<file path="src/rtl/video_mode_pkg.sv">
// Shared mode encodings, switch bit positions and per-mode output decode
// for the video filter/zoom mode controller.
package video_mode_pkg;

    localparam int MODE_NORMAL    = 0;
    localparam int MODE_RED       = 1;
    localparam int MODE_GREEN     = 2;
    localparam int MODE_BLUE      = 3;
    localparam int MODE_GSCALE    = 4;
    localparam int MODE_ZOOM_BASE = 5;

    localparam int SW_RED    = 7;
    localparam int SW_GREEN  = 6;
    localparam int SW_BLUE   = 5;
    localparam int SW_GSCALE = 4;

    localparam logic [2:0] CHAN_ALL   = 3'b111;
    localparam logic [2:0] CHAN_RED   = 3'b100;
    localparam logic [2:0] CHAN_GREEN = 3'b010;
    localparam logic [2:0] CHAN_BLUE  = 3'b001;

    // ZOOM2 is encoded at MODE_ZOOM_BASE, so ZOOMk sits at MODE_ZOOM_BASE + k - 2.
    function automatic int mode_zoom_factor(input int m);
        return (m >= MODE_ZOOM_BASE) ? (m - MODE_ZOOM_BASE + 2) : 1;
    endfunction

    function automatic logic [2:0] mode_chan_mask(input int m);
        case (m)
            MODE_RED:   return CHAN_RED;
            MODE_GREEN: return CHAN_GREEN;
            MODE_BLUE:  return CHAN_BLUE;
            default:    return CHAN_ALL;
        endcase
    endfunction

endpackage

</file>
<file path="src/rtl/video_mode_ctrl_sw_debounce.sv">
// One-bit switch conditioner: two-flop synchroniser followed by a
// saturating stability counter that gates updates of the accepted level.
module sw_debounce #(
    parameter int DB_CYCLES = 500000
) (
    input  logic clk,
    input  logic rst_n,
    input  logic raw,
    output logic db
);

    localparam int CNT_W = (DB_CYCLES > 1) ? $clog2(DB_CYCLES) : 1;
    localparam logic [CNT_W-1:0] CNT_LAST = CNT_W'(DB_CYCLES - 1);

    logic             sync_p0;
    logic             sync_p1;
    logic [CNT_W-1:0] cnt;

    always_ff @(posedge clk or negedge rst_n) begin
        if (!rst_n) begin
            sync_p0 <= 1'b0;
            sync_p1 <= 1'b0;
        end else begin
            sync_p0 <= raw;
            sync_p1 <= sync_p0;
        end
    end

    // Counter only runs while the synced level disagrees with the accepted one.
    always_ff @(posedge clk or negedge rst_n) begin
        if (!rst_n) begin
            cnt <= '0;
            db  <= 1'b0;
        end else if (sync_p1 == db) begin
            cnt <= '0;
        end else if (cnt == CNT_LAST) begin
            cnt <= '0;
            db  <= sync_p1;
        end else begin
            cnt <= cnt + CNT_W'(1);
        end
    end

endmodule

</file>
<file path="src/rtl/video_mode_ctrl.sv">
// Switch-driven filter/zoom mode controller: debounced switches feed a mode
// FSM whose state is committed to the pixel datapath only at frame_start.
module video_mode_ctrl
    import video_mode_pkg::*;
#(
    parameter  int SW_W      = 10,
    parameter  int NUM_ZOOM  = 3,
    parameter  int DB_CYCLES = 500000,
    localparam int ZSEL_W    = $clog2(NUM_ZOOM + 1),
    localparam int MODE_W    = $clog2(5 + NUM_ZOOM)
) (
    input  logic              clk,
    input  logic              reset_n,
    input  logic [SW_W-1:0]   sw,
    input  logic              frame_start,
    output logic [MODE_W-1:0] mode,
    output logic [MODE_W-1:0] pending_mode,
    output logic [ZSEL_W:0]   zoom_factor,
    output logic [2:0]        chan_mask,
    output logic              gscale_en,
    output logic              mode_changed
);

    localparam int ZF_W      = ZSEL_W + 1;
    localparam int MODE_LAST = MODE_ZOOM_BASE + NUM_ZOOM - 1;

    logic              rst_meta;
    logic              rst_sync_n;
    logic [SW_W-1:0]   sw_db;
    logic              sw_db_unused;
    logic [ZSEL_W-1:0] zsel;
    logic [MODE_W-1:0] pending_nxt;
    int                pend_int;
    logic [ZF_W-1:0]   zoom_nxt;
    logic [2:0]        chan_nxt;
    logic              gscale_nxt;

    // Reset asserts immediately, releases on the second clock edge.
    always_ff @(posedge clk or negedge reset_n) begin
        if (!reset_n) begin
            rst_meta   <= 1'b0;
            rst_sync_n <= 1'b0;
        end else begin
            rst_meta   <= 1'b1;
            rst_sync_n <= rst_meta;
        end
    end

    for (genvar i = 0; i < SW_W; i++) begin : g_db
        sw_debounce #(.DB_CYCLES(DB_CYCLES)) u_db (
            .clk  (clk),
            .rst_n(rst_sync_n),
            .raw  (sw[i]),
            .db   (sw_db[i])
        );
    end

    assign sw_db_unused = ^sw_db;
    assign zsel         = sw_db[SW_W-1 -: ZSEL_W];
    assign pend_int     = int'(pending_mode);

    always_ff @(posedge clk or negedge rst_sync_n) begin
        if (!rst_sync_n) pending_mode <= MODE_W'(MODE_NORMAL);
        else             pending_mode <= pending_nxt;
    end

    // From NORMAL the highest-priority request wins; elsewhere only the own bit matters.
    always_comb begin
        pending_nxt = MODE_W'(MODE_NORMAL);
        case (pend_int)
            MODE_NORMAL: begin
                if (zsel != '0)              pending_nxt = MODE_W'(MODE_GSCALE + int'(zsel));
                else if (sw_db[SW_GSCALE])   pending_nxt = MODE_W'(MODE_GSCALE);
                else if (sw_db[SW_BLUE])     pending_nxt = MODE_W'(MODE_BLUE);
                else if (sw_db[SW_GREEN])    pending_nxt = MODE_W'(MODE_GREEN);
                else if (sw_db[SW_RED])      pending_nxt = MODE_W'(MODE_RED);
            end
            MODE_RED:    if (sw_db[SW_RED])    pending_nxt = pending_mode;
            MODE_GREEN:  if (sw_db[SW_GREEN])  pending_nxt = pending_mode;
            MODE_BLUE:   if (sw_db[SW_BLUE])   pending_nxt = pending_mode;
            MODE_GSCALE: if (sw_db[SW_GSCALE]) pending_nxt = pending_mode;
            default: begin
                if (pend_int >= MODE_ZOOM_BASE && pend_int <= MODE_LAST && zsel != '0)
                    pending_nxt = pending_mode;
            end
        endcase
    end

    always_comb begin
        zoom_nxt   = ZF_W'(mode_zoom_factor(pend_int));
        chan_nxt   = mode_chan_mask(pend_int);
        gscale_nxt = (pend_int == MODE_GSCALE);
    end

    // Commit stage: every datapath-facing output moves on the same frame_start edge.
    always_ff @(posedge clk or negedge rst_sync_n) begin
        if (!rst_sync_n) begin
            mode         <= MODE_W'(MODE_NORMAL);
            zoom_factor  <= ZF_W'(1);
            chan_mask    <= CHAN_ALL;
            gscale_en    <= 1'b0;
            mode_changed <= 1'b0;
        end else begin
            mode_changed <= frame_start && (pending_mode != mode);
            if (frame_start) begin
                mode        <= pending_mode;
                zoom_factor <= zoom_nxt;
                chan_mask   <= chan_nxt;
                gscale_en   <= gscale_nxt;
            end
        end
    end

endmodule
</file>
<file path="config.mk">
export PLATFORM = sky130hd
export DESIGN_NAME = video_mode_ctrl
export DESIGN_NICKNAME = d
export VERILOG_FILES = /design/src/rtl/video_mode_pkg.sv /design/src/rtl/video_mode_ctrl_sw_debounce.sv /design/src/rtl/video_mode_ctrl.sv
export SDC_FILE = /design/constraint.sdc
export NUM_CORES = 1
export LEC_CHECK = 0
export CAP_MARGIN = 20
export CORE_ASPECT_RATIO = 0.7
export CORE_MARGIN = 5
export CORE_UTILIZATION = 60
export DETAILED_ROUTE_END_ITERATION = 10
export PLACE_DENSITY = 0.82
export SYNTH_ARGS = -nofsm -noshare
export SYNTH_HDL_FRONTEND = slang
export SYNTH_SLANG_ARGS = --single-unit
</file>
<file path="constraint.sdc">
create_clock -name clk -period 6.39 [get_ports clk]
set_input_delay 1.917 -clock clk [delete_from_list [all_inputs] [get_ports clk]]
set_output_delay 1.917 -clock clk [all_outputs]
set_load 0.005 [all_outputs]
</file>
==> metrics <==
Critical Path AT=1620 ps; Worst IR Drop VDD=0.181 mV; status=finished, final reports clean; DR DRC count=0; area of the multi-input gates=0.00330 mm2; vias in the first global route=5481; startpoint types=register; CP required=4470 ps; pin count of the biggest net entering global routing=81; Via density=6.05; setup TNS=0 ps; Max Slew Vio Count=0; GPL Wtd Cong=0.879; Detailed Route WL=15.2 mm; root buffer cell=clkbuf_16; Worst Path Max Fanout=12; postcts setup bufs=0; post-CTS sizing=0; Die X=141 um; ys flop type=dfrtp_1; maxcap violations=0; I/O Buffers=22; io pins=27; Max Root-Sink Buffers=2; setup violation total in the final timing report=0; DRT antenna net count=0; syn_nets=731; # fillers=832; share of post-route cells with drive strength above 1=8.82%; Detailed Place HPWL=9.62 mm; Leak=3.33 nW; Final Hold Violating Endpoints=0; Seq cells post-synth=148; antenna diode count=0; Period minus WS final=3530 ps; Final Skew=6.30 ps; EDFF count, synth=0; CP Class=register to primary output; vias=5473; Register Area=0.00371 mm2; synthesized cell area=0.00717 mm2; post-synthesis sequential area ratio=51.7%; Clk pin slew, worst setup/hold paths=60 ps; remaining global-route overflow=0; drt pass-1 iters=6; Num CTS Buffers=17; Cell Pwr Density=254 mW/mm2; CP max-delay cell=clkdlybuf4s50_1; commonest non-fill, non-tap cells in the layout=dfrtp_1, nor2_1, xnor2_1, nand2_1; Syn Area/Cell=10.2 um2; distinct cell type count of the synthesized netlist=52; Die ar.=0.0143 mm2; Slew @ Worst Pin=1030 ps; CP Capture Type=primary output; Yosys top cell area share=50.3%; CP top delay family=buffers and inverters; most common cell after layout, fill and taps aside=dfrtp_1; cts hold-fix bufs=0; initial antenna violation count=0; All-Layer GR Usage=22.8%; Post-Place Setup Slack=3080 ps; cell taking the most area after synthesis=dfrtp_1; Synth Warn #=0; CTS H-tree lvls=4; die extent in y=101 um; unrepaired setup endpoints after global routing=no; ranking of synthesized cells by area=dfrtp_1, xnor2_1, nor2_1, xor2_1, nand4_1; Min-Delay Path Class=register to register; final worst slack=2860 ps; WL per Instance=16.8 um; fmax=283 MHz; crit path cell chain=clkdlybuf4s50_1; clock latency on the worst-skew pair=410 ps; crit share post-route=55.3%; CP peak stage delay=620 ps; # nets final=761; CTS tree=built; CTS sink cnt=148; # rows=33; Core Area=0.0117 mm2; synthesis-to-finish area growth=14.2%; Async SR Flop Fraction=100%; Starting Density=61.4%; Crit path buffers/inverters=1; initial DRC count=428; first-pass GRT wire length=26.4 mm; Syn Inst Count=706; Max-Slew Margin vs Limit=31.2%
## metal layers
metal / share of wire, % / wire length, um / global-route usage [%] / vias to the layer above
met5: 0 / 0 / 0 / -
met4: 1.8 / 278 / 8.34 / 0
met3: 5.2 / 794 / 5.47 / 32
met2: 49 / 7490 / 37.7 / 190
met1: 44 / 6630 / 29.7 / 2688
li1: - / - / - / 2563
## flip-flops by register name, indices dropped and copies added (netlist names)
register	flops
chan_mask	3
rst_meta	1
g_db.u_db.sync_p0	6
rst_sync_n	1
mode	3
g_db.u_db.cnt	114
gscale_en	1
zoom_factor	3
pending_mode	3
g_db.u_db.sync_p1	6
g_db.u_db.db	6
mode_changed	1
## where the power goes
part           internal [mW]  leakage (nW)  switching, mW
logic                 0.0204          1.03         0.0343
clock network          0.671         0.292          0.377
registers              0.951          2.01         0.0216
## final timing paths
check / start / end / slack (ps) / depth (start not counted)
max: pending_mode[2]$_DFFE_PN0P_ / pending_mode[2] / 2860 / 1
min: g_db[8].u_db.sync_p0$_DFF_PN0_ / g_db[8].u_db.sync_p1$_DFF_PN0_ / 350 / 0
max reg2reg: g_db[8].u_db.cnt[0]$_DFF_PN0_ / g_db[8].u_db.cnt[15]$_DFF_PN0_ / 4130 / 4
min reg2reg: g_db[8].u_db.sync_p0$_DFF_PN0_ / g_db[8].u_db.sync_p1$_DFF_PN0_ / 350 / 0
max in group asynchronous: reset_n / rst_sync_n$_DFF_PN0_ / 4590 / 1
min in group asynchronous: rst_sync_n$_DFF_PN0_ / g_db[4].u_db.sync_p1$_DFF_PN0_ / 430 / 0
## area by class of cell
cell class / instances / share of cell area (%)
repair buffers: 26 / 3.39
flip-flops and latches: 148 / 45.3
multi-input cells: 520 / 40.3
clock buffers: 22 / 5.67
well taps: 157 / 2.40
clock inverters: 9 / 1.86
inverters: 23 / 1.05
## Yosys cell counts, types with 2 or more instances
master and number:
buf_2 6, inv_1 23, nor2_1 107, nor4_1 26
or4_1 9, o22ai_1 2, xor2_1 39, and4_1 9
and2_1 6, dfstp_2 4, or2_2 7, o31ai_1 7
mux2_2 10, nand3b_1 5, dfrtp_1 144, a31o_2 2
and3_1 5, nor4b_1 7, clkbuf_1 5, nand3_1 39
or3_1 9, buf_4 2, xnor2_1 52, ha_1 12
nand4_1 35, o21ai_0 14, nor3_1 20, a21oi_1 26
o21bai_1 2, o41ai_4 3, nand4_2 2, nand2_1 47
## worst reg2reg max path: stages, from the launching register on
cell	delay [ps]
dfrtp_1	400
ha_1	260
nand4_1	310
o41ai_4	990
a21oi_1	130
## through the flow
stage	total power [mW]	cells	instance area [um2]	util (%)	hold slack [ps]
after global placement	1.04	871	7520	64.4	336
after CTS	2.09	904	8160	69.8	352
final	2.08	905	8190	70.1	351
after global routing	2.14	905	8190	70.1	351
after floorplan	1.02	706	7170	-	331
after detailed placement	1.04	873	7540	64.5	337
## logic make-up (layout without fill, tap and decap cells)
group | Yosys count | after routing | share of synthesized area, %
muxes | 11 | 11 | 1.71
DFF | 148 | 148 | 51.7
other | 1 | 1 | 0.0523
buffers and inverters | 38 | 80 | 2.30
and+or+nand+nor | 340 | 340 | 24.7
xor gates and xnor gates | 91 | 91 | 11.1
adders and majority gates | 12 | 12 | 2.09
AOI/OAI and AO/OA | 65 | 65 | 6.30
Note: power is estimated with default switching activity, not from simulation.
==> patch 1, RTL diff (same flow settings) <==
Register the inputs `sw` and `frame_start` before use, with the module's reset. The logic sees them one clock later.
--- a/src/rtl/video_mode_ctrl.sv
+++ b/src/rtl/video_mode_ctrl.sv
@@ -23,6 +23,19 @@
 
     localparam int ZF_W      = ZSEL_W + 1;
     localparam int MODE_LAST = MODE_ZOOM_BASE + NUM_ZOOM - 1;
+
+    logic [SW_W-1:0] sw_q;
+    logic frame_start_q;
+
+    always_ff @(posedge clk or negedge reset_n) begin
+        if (!reset_n) begin
+            sw_q          <= '0;
+            frame_start_q <= '0;
+        end else begin
+            sw_q          <= sw;
+            frame_start_q <= frame_start;
+        end
+    end
 
     logic              rst_meta;
     logic              rst_sync_n;
@@ -50,7 +63,7 @@
         sw_debounce #(.DB_CYCLES(DB_CYCLES)) u_db (
             .clk  (clk),
             .rst_n(rst_sync_n),
-            .raw  (sw[i]),
+            .raw  (sw_q[i]),
             .db   (sw_db[i])
         );
     end
@@ -101,8 +114,8 @@
             gscale_en    <= 1'b0;
             mode_changed <= 1'b0;
         end else begin
-            mode_changed <= frame_start && (pending_mode != mode);
-            if (frame_start) begin
+            mode_changed <= frame_start_q && (pending_mode != mode);
+            if (frame_start_q) begin
                 mode        <= pending_mode;
                 zoom_factor <= zoom_nxt;
                 chan_mask   <= chan_nxt;
Function: same outputs for any inputs over 10 cycles, from zero or initial values and one cycle with reset_n low; that may be too few to reach the edited logic, so the function may still have changed.
==> patch 1 against the unedited design <==
- worst hold slack barely moved
- via count fell by 0.62%
- area after synthesis rose by 1.8%
- power fell by 2.4%
- sequential cell count rose by 7
- design area rose by 0.86%
- core utilization fell by 0.14 points
- sequential power rose by 5%
- worst setup slack improved by 0.036 ns
- count of clock-buffer cells in the layout fell by 3
- non-clock buffer count rose by 1
- largest power group is now registers
- routed wire length fell by 1.7%
==> patch 1: results <==
[drt]
routed_wirelength_um = 14900
routed_via_density = 5.96
dr.pass1.iters = 5
drt_iter0_markers = 432
vias = 5439

[logic_synthesis]
synth-xor-area-share_pct = 10.8
yosys-top-cells-count = dfrtp_1 (151), nor2_1 (112), xnor2_1 (55)
synth_area_leaders = dfrtp_1 (52%), xnor2_1 (6.6%), nor2_1 (5.8%)
ys_warn_count = 0
synthAdderAreaFrac_pct = 2.06
ys_types = 55
synth_compound_area_share_pct = 5.53
syn_nets = 737
ys_seq_area_share_pct = 53.2
synth_cells = 712
synth_mux_area_share_pct = 1.82
async_flop_share_pct = 100

[setup_path]
slowest_delay_ns = 0.62
worstPathMaxFanout = 11
worstSetupEndpointType = primary output
crit_family = buffers and inverters
worst_ep_arrival_time_ns = 1.58
critPathSlowestCell = clkdlybuf4s50_1

[global_routing]
met2_usage_pct = 36.3
met3_usage_pct = 5.10
grt.total_usage_pct = 22.3
globalRouteMet1Util_pct = 29.9
antenna_found_initial = 0
grt_max_degree = 77
grt_pass1_wl_um = 25800

[cells_and_area]
diodes = 0
largest_register_ffs = 114
regMostFlops = g_db.u_db.cnt
drive_gt1_share_pct = 9.01
fillerInstances = 837
final_nets = 767

[placed_design]
gp_congestion = 0.901
hpwl_um = 9850
port_buffers = 22
post-place-cells = 879

[clocking]
cts_buffers = 17
htreeDepth = 4
clockBufferDepth = 2
ctsResizeCount = 0
clkTransAtPathRegs_ns = 0.07
clockRootBuffer = clkbuf_16
clkLatencyLatePin_ns = 0.43
post_cts.repair.setup_buffers = 0

[hold_path]
hp-class = reg -> reg

[sta]
fin_skew_ns = 0.0165
tightest_slew_ns = 0.935

[power_and_ir_drop]
switching_power_uw = 485
ir_worst_vdd_mv = 0.215
p_leak_uw = 0.00333

[status]
outcome = finished, final reports clean
patch 1: worst paths after layout:
path | endpoint | from | cells past startpoint | slack (ns)
hold / removal | g_db[4].u_db.sync_p0 | sw_q[4] | 0 | 0.35
setup / recovery | pending_mode[2] | pending_mode[2] | 1 | 2.89
setup reg to reg | pending_mode[1] | pending_mode[1] | 6 | 4.08
hold reg to reg | g_db[4].u_db.sync_p0 | sw_q[4] | 0 | 0.35
min in group asynchronous | pending_mode[2] | rst_sync_n | 0 | 0.45
max in group asynchronous | rst_sync_n | reset_n | 1 | 4.16
patch 1: stage by stage:
stage          setup slack [ns]  area [sq um]
2_1_floorplan              1.97          7300
3_3_place_gp               3.33          7660
3_5_place_dp               3.32          7690
4_1_cts                    2.86          8250
5_1_grt                    2.85          8260
6_report                   2.89          8260
patch 1: cell type report:
type / instances / area share, %
tap: 157 / 2.38
timing repair buffer: 27 / 3.21
multi-input combinational: 514 / 39.3
clock buffer: 19 / 5.49
inverter: 27 / 1.23
sequential: 155 / 47.1
clock inverter: 13 / 1.32
patch 1: metal layers:
layer / vias to the layer above / share of wire, %
met2: 176 / 48
li1: 2562 / -
met4: 0 / 1.8
met5: - / 0
met1: 2671 / 45
met3: 30 / 4.9
patch 1: cells by family (layout without fill, tap and decap cells):
logic type | after synthesis | in the layout
AND/OR/NAND/NOR | 335 | 335
flip-flops | 155 | 155
XOR/XNOR | 90 | 90
AO/OA/AOI/OAI | 64 | 64
buffers and inverters | 43 | 86
adder cells (fa/ha/maj) | 12 | 12
multiplexers | 12 | 12
other | 1 | 1
patch 1: power groups by stage:
stage	sequential (uW)	clock, uW	combinational [uW]
after floorplan	1040	0	30.8
after global placement	1040	0	47.7
after global routing	1030	1010	59.4
after CTS	1020	967	52.2
final	1020	954	51.4
after detailed placement	1040	0	51.8
==> patch 2, RTL diff (same settings) <==
Made on the original files. `DB_CYCLES` is set to 500000 in 2 places; all go to 1000000.
--- a/src/rtl/video_mode_ctrl_sw_debounce.sv
+++ b/src/rtl/video_mode_ctrl_sw_debounce.sv
@@ -1,7 +1,7 @@
 // One-bit switch conditioner: two-flop synchroniser followed by a
 // saturating stability counter that gates updates of the accepted level.
 module sw_debounce #(
-    parameter int DB_CYCLES = 500000
+    parameter int DB_CYCLES = 1000000
 ) (
     input  logic clk,
     input  logic rst_n,
--- a/src/rtl/video_mode_ctrl.sv
+++ b/src/rtl/video_mode_ctrl.sv
@@ -5,7 +5,7 @@
 #(
     parameter  int SW_W      = 10,
     parameter  int NUM_ZOOM  = 3,
-    parameter  int DB_CYCLES = 500000,
+    parameter  int DB_CYCLES = 1000000,
     localparam int ZSEL_W    = $clog2(NUM_ZOOM + 1),
     localparam int MODE_W    = $clog2(5 + NUM_ZOOM)
 ) (
Behaviour: same outputs for any inputs over 10 cycles, from zero or initial values and one cycle with reset_n low; that may be too few to reach the edited logic, so the function may still have changed.
==> patch 2 against the unedited design <==
- worst hold slack lost 0.10 ns
- highest routed layer unchanged
- sequential cell count grew 6
- global-route usage shrank 0.85 points
- worst setup slack lost 0.13 ns
- routed wire length shrank 0.55%
- count of clock-buffer cells in the layout shrank 3
- non-clock buffer count grew 4
- area after synthesis grew 3.0%
- power grew 3.4%
- design area grew 3.3%
==> patch 2: results <==
[power_and_ir_drop]
p_leak_uw = 0.00346
comb_cell_power_uw = 60.2
powerClk_uw = 1080
ir_worst_vdd_mv = 0.189
switching_power_uw = 459

[cells_and_area]
regMostFlops = g_db.u_db.cnt
drive_gt1_share_pct = 8.85
largest_register_ffs = 120
diodes = 0
fillerInstances = 835
fin_cells = 937
final_nets = 792

[setup_path]
worst_ep_arrival_time_ns = 1.74
critPathSlowestCell = dfrtp_1
worstPathMaxFanout = 15
slowest_delay_ns = 0.69
crit_family = flip-flops

[clocking]
clkLatencyLatePin_ns = 0.42
htreeDepth = 4
ctsResizeCount = 0
clockRootBuffer = clkbuf_16
clkTransAtPathRegs_ns = 0.06
clockBufferDepth = 2
post_cts.repair.setup_buffers = 0
cts_buffers = 17

[global_routing]
grt_pass1_vias = 5620
overflow = 0
grt.total_usage_pct = 21.9
antenna_found_initial = 0
grt_pass1_wl_um = 26000
grt_max_degree = 89

[logic_synthesis]
synth_compound_area_share_pct = 7.61
yosys-top-cells-count = dfrtp_1 (150), nor2_1 (94), nand3_1 (55)
synth.avg_cell_area_sq_um = 9.94
async_flop_share_pct = 100
synthAdderAreaFrac_pct = 2.03
synth-xor-area-share_pct = 9.49
ys_seq_area_share_pct = 52.3
synth_mux_area_share_pct = 1.83
synth_area_leaders = dfrtp_1 (51%), xor2_1 (5.3%), nor2_1 (4.8%)
ys_types = 41
ys_warn_count = 0
syn_nets = 768

[drt]
dr.pass1.iters = 5
antenna_left = 0
routed_wirelength_um = 15100
drt_iter0_markers = 335
vias = 5685

[placed_design]
post-place-cells = 904
port_buffers = 22
placed_area_sq_mm = 0.00779
hpwl_um = 9940
gp_congestion = 0.870

[hold_path]
hp-class = reg -> async

[sta]
fin_skew_ns = 0.00780
slew_headroom_pct = 39.9
maxSlewViolCount = 0

[status]
outcome = finished, final reports clean
## patch 2: metrics by stage
step	hold WS, ns	setup WS, ns	power [uW]
finish	0.248	2.73	2150
global route	0.287	2.67	2220
CTS	0.349	2.71	2160
detailed placement	0.335	3.06	1080
global placement	0.332	3.08	1080
floorplan	0.331	1.79	1060
## patch 2: cell families (layout without fill, tap and decap cells)
family,count (synthesis),in the layout
other,1,1
AOI/OAI and AO/OA,96,96
xor gates and xnor gates,80,80
muxes,12,12
buffers and inverters,53,90
adders and majority gates,12,12
and+or+nand+nor,335,335
DFF,154,154
## patch 2: path summary, 6_finish.rpt
path                                 startpoint              endpoint  slack (ns)  cells after the start
max                             pending_mode[2]       pending_mode[2]        2.73                      1
max reg2reg                g_db[6].u_db.cnt[16]  g_db[6].u_db.cnt[15]        4.06                      5
min reg2reg                          rst_sync_n  g_db[5].u_db.cnt[10]        0.25                      0
max in group asynchronous               reset_n            rst_sync_n        4.60                      1
min in group clk           g_db[7].u_db.sync_p0  g_db[7].u_db.sync_p1        0.35                      0
min                                  rst_sync_n  g_db[5].u_db.cnt[10]        0.25                      0
## patch 2: metal layers
layer | global-route usage (%) | vias to the layer above | wire length [um]
met1 | 28.7 | 2817 | 6780
met5 | 0 | - | 0
met4 | 7.74 | 0 | 235
met3 | 4.27 | 29 | 670
met2 | 37.1 | 146 | 7430
li1 | - | 2693 | -
## patch 2: layout make-up
cell class / instances / area [sq um] / share of cell area (%)
Inverter: 28 / 105 / 1.24
Timing Repair Buffer: 30 / 300 / 3.55
Clock buffer: 19 / 453 / 5.35
Clock inverter: 13 / 191 / 2.26
Multi-Input combinational cell: 536 / 3350 / 39.6
Tap cell: 157 / 196 / 2.32
Sequential cell: 154 / 3860 / 45.7
